==> src/rtl/ysyx_22040386_idu_stage.sv <==
`default_nettype none
// ============================================================================
// ysyx_22040386_idu_stage : registered RV32I/RV64I decode stage with regfile,
// valid/ready ID/EX register, load-use bubble, flush and write-first WB bypass.
// Revision: 1.0
// ============================================================================
module ysyx_22040386_idu_stage #(
    parameter int XLEN = 64,
    parameter int NREG = 32
) (
    input  logic            i_ID_clk,
    input  logic            i_ID_rst,
    input  logic            i_flush,
    input  logic            i_valid,
    output logic            o_ready,
    input  logic [XLEN-1:0] i_pc,
    input  logic [31:0]     i_inst,
    input  logic            i_wb_en,
    input  logic [4:0]      i_wb_addr,
    input  logic [XLEN-1:0] i_wb_data,
    output logic            o_valid,
    input  logic            i_ready,
    output logic [XLEN-1:0] o_pc,
    output logic [XLEN-1:0] o_imm,
    output logic [31:0]     o_inst,
    output logic [XLEN-1:0] o_rs1_data,
    output logic [XLEN-1:0] o_rs2_data,
    output logic [4:0]      o_rs1_addr,
    output logic [4:0]      o_rs2_addr,
    output logic [4:0]      o_rd_addr,
    output logic            o_reg_write,
    output logic            o_mem_read,
    output logic            o_mem_write,
    output logic            o_alub_src,
    output logic            o_auipc,
    output logic            o_jal,
    output logic            o_jalr,
    output logic            o_lui,
    output logic            o_word_op,
    output logic [2:0]      o_branch_type,
    output logic [2:0]      o_mem_mask,
    output logic [2:0]      o_funct3,
    output logic [6:0]      o_funct7,
    output logic [1:0]      o_alu_op,
    output logic            o_illegal,
    output logic            o_load_use
);
    localparam int RW = $clog2(NREG);

    localparam logic [6:0] OP_LUI    = 7'h37;
    localparam logic [6:0] OP_AUIPC  = 7'h17;
    localparam logic [6:0] OP_JAL    = 7'h6F;
    localparam logic [6:0] OP_JALR   = 7'h67;
    localparam logic [6:0] OP_BRANCH = 7'h63;
    localparam logic [6:0] OP_LOAD   = 7'h03;
    localparam logic [6:0] OP_STORE  = 7'h23;
    localparam logic [6:0] OP_IMM    = 7'h13;
    localparam logic [6:0] OP_IMM32  = 7'h1B;
    localparam logic [6:0] OP_REG    = 7'h33;
    localparam logic [6:0] OP_REG32  = 7'h3B;

    logic [6:0] opcode;
    logic [2:0] funct3;
    logic [4:0] rs1, rs2, rd;

    assign opcode = i_inst[6:0];
    assign funct3 = i_inst[14:12];
    assign rs1    = i_inst[19:15];
    assign rs2    = i_inst[24:20];
    assign rd     = i_inst[11:7];

    logic is_lui, is_auipc, is_jal, is_jalr, is_branch, is_load, is_store;
    logic is_opimm, is_opimm32, is_op, is_op32;

    assign is_lui     = (opcode == OP_LUI);
    assign is_auipc   = (opcode == OP_AUIPC);
    assign is_jal     = (opcode == OP_JAL);
    assign is_jalr    = (opcode == OP_JALR);
    assign is_branch  = (opcode == OP_BRANCH);
    assign is_load    = (opcode == OP_LOAD);
    assign is_store   = (opcode == OP_STORE);
    assign is_opimm   = (opcode == OP_IMM);
    assign is_opimm32 = (opcode == OP_IMM32);
    assign is_op      = (opcode == OP_REG);
    assign is_op32    = (opcode == OP_REG32);

    logic known, jalr_ok, word_class, uses_rs1, uses_rs2, reg_write_raw, bad_reg, illegal;
    logic alub_src;
    logic [1:0] alu_op;

    assign known = is_lui | is_auipc | is_jal | is_jalr | is_branch | is_load | is_store
                 | is_opimm | is_opimm32 | is_op | is_op32;
    assign jalr_ok    = is_jalr && (funct3 == 3'b000);
    assign word_class = is_opimm32 | is_op32;
    assign uses_rs1   = !(is_lui || is_auipc || is_jal);
    assign uses_rs2   = is_op | is_op32 | is_store | is_branch;
    assign reg_write_raw = is_op | is_op32 | is_opimm | is_opimm32 | is_load
                         | jalr_ok | is_jal | is_lui | is_auipc;
    assign alub_src   = is_lui | is_auipc | is_store | is_opimm | is_opimm32 | is_load | is_jalr;

    // Only register fields the instruction actually uses can make it illegal.
    assign bad_reg = (uses_rs1 && (int'(rs1) >= NREG))
                   | (uses_rs2 && (int'(rs2) >= NREG))
                   | (reg_write_raw && (int'(rd) >= NREG));
    assign illegal = !known || (is_jalr && (funct3 != 3'b000))
                   || ((XLEN == 32) && word_class) || bad_reg;

    always_comb begin
        alu_op = 2'b00;
        if (is_op || is_op32)           alu_op = 2'b10;
        else if (is_opimm || is_opimm32) alu_op = 2'b01;
        else if (is_branch)             alu_op = 2'b11;
    end

    logic [31:0]     imm32;
    logic [XLEN-1:0] imm;

    always_comb begin
        imm32 = 32'd0;
        if (is_opimm || is_opimm32 || is_load || is_jalr)
            imm32 = {{20{i_inst[31]}}, i_inst[31:20]};
        else if (is_store)
            imm32 = {{20{i_inst[31]}}, i_inst[31:25], i_inst[11:7]};
        else if (is_branch)
            imm32 = {{19{i_inst[31]}}, i_inst[31], i_inst[7], i_inst[30:25], i_inst[11:8], 1'b0};
        else if (is_jal)
            imm32 = {{11{i_inst[31]}}, i_inst[31], i_inst[19:12], i_inst[20], i_inst[30:21], 1'b0};
        else if (is_lui || is_auipc)
            imm32 = {i_inst[31:12], 12'd0};
        imm        = {XLEN{imm32[31]}};
        imm[31:0]  = imm32;
    end

    logic [XLEN-1:0] rf [NREG];

    always_ff @(posedge i_ID_clk or posedge i_ID_rst) begin
        if (i_ID_rst) begin
            for (int k = 0; k < NREG; k++) rf[k] <= '0;
        end else if (i_wb_en && (i_wb_addr != 5'd0) && (int'(i_wb_addr) < NREG)) begin
            rf[i_wb_addr[RW-1:0]] <= i_wb_data;
        end
    end

    // Write-first: a same-cycle WB to the read index wins over the stored value.
    logic [XLEN-1:0] rs1_data, rs2_data;

    always_comb begin
        rs1_data = '0;
        rs2_data = '0;
        if ((rs1 != 5'd0) && (int'(rs1) < NREG))
            rs1_data = (i_wb_en && (i_wb_addr == rs1)) ? i_wb_data : rf[rs1[RW-1:0]];
        if ((rs2 != 5'd0) && (int'(rs2) < NREG))
            rs2_data = (i_wb_en && (i_wb_addr == rs2)) ? i_wb_data : rf[rs2[RW-1:0]];
    end

    logic load_use, adv, fire;

    assign load_use = i_valid && o_valid && o_mem_read && (o_rd_addr != 5'd0)
                   && ((uses_rs1 && (rs1 == o_rd_addr)) || (uses_rs2 && (rs2 == o_rd_addr)));
    assign adv        = !o_valid || i_ready;
    assign o_ready    = adv && !i_flush && !load_use;
    assign fire       = i_valid && o_ready;
    assign o_load_use = load_use;

    always_ff @(posedge i_ID_clk or posedge i_ID_rst) begin
        if (i_ID_rst) begin
            o_valid       <= 1'b0;
            o_pc          <= '0;
            o_imm         <= '0;
            o_inst        <= '0;
            o_rs1_data    <= '0;
            o_rs2_data    <= '0;
            o_rs1_addr    <= '0;
            o_rs2_addr    <= '0;
            o_rd_addr     <= '0;
            o_reg_write   <= 1'b0;
            o_mem_read    <= 1'b0;
            o_mem_write   <= 1'b0;
            o_alub_src    <= 1'b0;
            o_auipc       <= 1'b0;
            o_jal         <= 1'b0;
            o_jalr        <= 1'b0;
            o_lui         <= 1'b0;
            o_word_op     <= 1'b0;
            o_branch_type <= '0;
            o_mem_mask    <= '0;
            o_funct3      <= '0;
            o_funct7      <= '0;
            o_alu_op      <= '0;
            o_illegal     <= 1'b0;
        end else if (i_flush) begin
            o_valid <= 1'b0;
        end else if (adv) begin
            o_valid <= fire;
            if (fire) begin
                o_pc          <= i_pc;
                o_imm         <= imm;
                o_inst        <= i_inst;
                o_rs1_data    <= rs1_data;
                o_rs2_data    <= rs2_data;
                o_rs1_addr    <= rs1;
                o_rs2_addr    <= rs2;
                o_rd_addr     <= rd;
                o_reg_write   <= reg_write_raw && !illegal;
                o_mem_read    <= is_load && !illegal;
                o_mem_write   <= is_store && !illegal;
                o_alub_src    <= alub_src;
                o_auipc       <= is_auipc;
                o_jal         <= is_jal;
                o_jalr        <= jalr_ok;
                o_lui         <= is_lui;
                o_word_op     <= (XLEN == 64) ? i_inst[3] : 1'b0;
                o_branch_type <= is_branch ? funct3 : 3'b010;
                o_mem_mask    <= funct3;
                o_funct3      <= funct3;
                o_funct7      <= i_inst[31:25];
                o_alu_op      <= alu_op;
                o_illegal     <= illegal;
            end
        end
    end
endmodule
`default_nettype wire

==> config.mk <==
export PLATFORM = sky130hd
export DESIGN_NAME = ysyx_22040386_idu_stage
export DESIGN_NICKNAME = d
export VERILOG_FILES = /design/src/rtl/ysyx_22040386_idu_stage.sv
export SDC_FILE = /design/constraint.sdc
export NUM_CORES = 2
export LEC_CHECK = 0
export CAP_MARGIN = 10
export CELL_PAD_IN_SITES_DETAIL_PLACEMENT = 0
export CELL_PAD_IN_SITES_GLOBAL_PLACEMENT = 1
export CORE_MARGIN = 10
export CORE_UTILIZATION = 45
export CTS_BUF_LIST = sky130_fd_sc_hd__clkbuf_8
export DETAILED_ROUTE_END_ITERATION = 16
export GPL_ROUTABILITY_DRIVEN = 0
export GPL_TIMING_DRIVEN = 1
export PLACE_DENSITY = 0.68
export SLEW_MARGIN = 20
export SYNTH_ARGS = -nofsm -noshare
export SYNTH_HDL_FRONTEND = slang
export SYNTH_SLANG_ARGS = --single-unit
export TNS_END_PERCENT = 10
==> constraint.sdc <==
create_clock -name i_ID_clk -period 120.6 [get_ports i_ID_clk]
set_clock_uncertainty 0.15 [all_clocks]
set_input_delay 18.09 -clock i_ID_clk [delete_from_list [all_inputs] [get_ports i_ID_clk]]
set_output_delay 18.09 -clock i_ID_clk [all_outputs]
set_load 0.01 [all_outputs]
==> summary.md <==
| Metric | Value |
|---|---|
| Die Wd | `533 um` |
| End point of the critical path | `o_ready` |
| Leak pwr | `57.8 nW` |
| Core area | `0.262 sq mm` |
| Total Wirelength | `408,000 um` |
| Max Freq | `25.2 MHz` |
| RR Startpoint | `o_inst[9]` |
| Die area | `0.284 sq mm` |
| Main combinational cell family by area after synthesis | `multiplexers` |
| DR iter-0 viols | `7,126` |
| First-pass detailed-route iteration total | `5` |
| XOR/XNOR share of the synthesized area | `0.148%` |
| Total gr overflow | `0` |
| Crit. End Element | `output pin` |
| Hold WC Path Type | `reg2reg` |
| Place WS | `80.98 ns` |
| Critical path type | `in2out` |
| Clock transition at the registers of the reported paths | `0.05 ns` |
| Post-CTS setup buffers | `0` |
| Post-synth ARST share | `100%` |
| Setup TNS | `0 ns` |
| Initial antenna violation count | `29` |
| Avg Vias per Cell | `6.44` |
| Most common cell type on the critical path | `clkdlybuf4s50_1` |
| Starting density of the core | `45.2%` |
| Final ANT Viol Nets | `0` |
| Post-synthesis cell count | `8,094` |
| Final min period | `39.62 ns` |
| Fin crit share | `32.9%` |
| Pin count of the biggest net entering global routing | `183` |
| Fill count | `22.2k` |
| Layout net count | `8,419` |
| Mux contribution to synthesized area | `39.9%` |
| Worst Path Buf+Inv | `2` |
| Compound-cell area share of the yosys netlist | `5.06%` |
| Max-slew violations | `0` |
| Simple-gate portion of the synthesized area | `2.34%` |
| Vias in the first global route | `81.5k` |
| Reg2Reg Capture Point | `o_rs2_data[18]` |
| Synthesized flop and latch total | `2,319` |
| Die height | `533 um` |
| CTS Buffer Depth | `4` |
| Status | `finished, final reports clean` |
| Worst r2r path cells | `8` |
| Flop2flop setup slack | `115.93 ns` |
| Hpwl dp | `237,000 um` |
| CP required | `102.36 ns` |
| Most used flip-flop cell after synthesis | `dfrtp_1` |
| Least-Margin Pin Slew | `1.19 ns` |
| RSZ-0062 raised after global routing | `no` |
| Post-synthesis sequential area ratio | `49.0%` |
| CP startpoint | `i_inst[6]` |
| Remaining DRCs | `0` |
| Critical Path Max Stage Delay | `0.74 ns` |
| Core Util, Final | `51.1%` |
| Setup violators final | `0` |
| Post-synth EDFFs | `0` |
| DR WL/cell | `33.8 um` |
| Synth Area in Adders | `0%` |
| Boundary pin count | `505` |
| Pwr/cell area | `16.7 mW/mm^2` |
| Final hold violation count | `0` |
| Crit path DAT | `21.38 ns` |
| Max-Cap Viols | `0` |
| Worst rel slew slack | `20.8%` |
| Post-synth cell types | `63` |
| Post-route setup slack | `80.98 ns` |
| Resize count post-CTS | `0` |
| CTS tree | `done` |
| Cell Rows | `188` |
| CP Launch Type | `input pin` |
| Crit-path cells | `clkdlybuf4s50_1 > or3b_2 > a21oi_1 > or4b_2 > and3_1 > clkdlybuf4s50_1` |
| GR Util All Layers | `28.0%` |
| Via Count | `77.8k` |
| First-pass GRT wire length | `590,000 um` |
| Synth warn | `0` |
| H-tree depth | `5` |
| # clock sinks | `2,319` |
| Worst Path Max Fanout | `18` |
| Final hold slack | `0.244 ns` |
| Port bufs | `504` |
| Hold depth | `0` |
| Worst vdd ir | `10.7 uV` |
| Clock tree root driver cell | `clkbuf_8` |
| Layout overhead on the synthesized area | `13.2%` |
| Hold-fix buffers, CTS | `0` |
| Crit path max-delay family | `buffers and inverters` |
| Worst skew pair latency | `1.05 ns` |
| CP max-delay cell | `a21oi_1` |
| Share of cells above drive strength 1 | `46.1%` |
| Clock buffer count from CTS | `413` |
| Post-synth net total | `8,265` |
| WP depth | `6` |
| Mean Syn Cell Area | `14.6 sq um` |
| Synth Cell Area | `0.118 sq mm` |
[logic make-up after synthesis]
group                  count (synthesis)
AO/OA/AOI/OAI                        872
multiplexers                        3298
XOR/XNOR                              20
AND/OR/NAND/NOR                      618
flip-flops                          2319
buffers and inverters                967
[Yosys cell counts, drive strengths merged, types with 5 or more instances]
cell type / n / area [sq um]
and3: 7 / 43.8
xnor2: 8 / 70.1
mux4: 926 / 20900
a22oi: 327 / 2450
nor2b: 10 / 62.6
o22ai: 103 / 644
nor3: 21 / 105
a2111oi: 54 / 473
nand2b: 18 / 113
o31ai: 79 / 593
o211ai: 55 / 413
nor2: 161 / 604
nor4: 7 / 50.1
and2: 10 / 62.6
mux2: 2108 / 23700
nand3: 18 / 90.1
mux2i: 264 / 2640
or2: 6 / 37.5
xor2: 12 / 105
a211oi: 6 / 45.0
buf: 282 / 1600
nor3b: 6 / 45.0
o21ai: 129 / 646
nand3b: 5 / 37.5
clkbuf: 682 / 2560
nand2: 281 / 1050
a21oi: 87 / 435
nand4: 56 / 357
dfrtp: 2319 / 58000
[stage by stage]
stage	total power, W	cells	instance area [sq um]
floorplan	0.00135	8094	118000
global route	0.00234	12100	134000
detailed placement	0.00150	11300	126000
CTS	0.00226	12100	134000
global placement	0.00148	11300	126000
finish	0.00224	12100	134000
[layout by cell type, fill, tap and decap left out, drive strengths merged, types with 161 or more instances in the layout]
| master | count |
|---|---|
| mux2 | 2108 |
| a22oi | 327 |
| nor2 | 161 |
| buf | 252 |
| clkdlybuf4s50 | 450 |
| nand2 | 281 |
| clkbuf | 540 |
| mux4 | 926 |
| dfrtp | 2319 |
| mux2i | 264 |
[worst min path at each step]
| stage | startpoint | end |
|---|---|---|
| after CTS | rf[2008] | rf[2008] |
| after detailed placement | rf[2042] | rf[2042] |
| after floorplan | rf[1985] | rf[1985] |
| after global placement | rf[2035] | rf[2035] |
| final | rf[2008] | rf[2008] |
| after global routing | rf[2042] | rf[2042] |
[flip-flops by register name, indices dropped and copies added (netlist names)]
name	flops
o_imm	32
o_inst	32
o_alub_src	1
o_jal	1
o_mem_write	1
o_rs2_data	64
o_branch_type	3
o_auipc	1
o_reg_write	1
o_rs1_data	64
o_illegal	1
o_mem_read	1
o_pc	64
rf	2048
o_lui	1
o_jalr	1
o_alu_op	2
o_valid	1
[metal layers]
| layer | vias up | track usage, % | wire [um] |
|---|---|---|---|
| li1 | 31400 | - | - |
| met1 | 42200 | 37.7 | 169000 |
| met2 | 3382 | 45.4 | 195000 |
| met3 | 828 | 5.07 | 27800 |
| met4 | 10 | 10.1 | 16000 |
| met5 | - | 0 | 66 |
[cell type report]
class                      instances  area [sq um]  share of cell area, %
antenna                           11          27.5                 0.0205
sequential                      2319         58000                   43.3
multi-input combinational       4808         56600                   42.2
inverter                           3          18.8                 0.0140
clock buffer                     539          7420                   5.54
timing repair buffer             703          6490                   4.84
tap                             3515          4400                   3.28
clock inverter                   193          1020                  0.759
[report_power, final]
group,switching (W),internal [W],leakage [nW]
logic,0.000188,0.000270,23.3
registers,0.000107,0.000925,29.7
clock network,0.000344,0.000409,4.87
No activity file was read; power rests on OpenSTA's default activity.
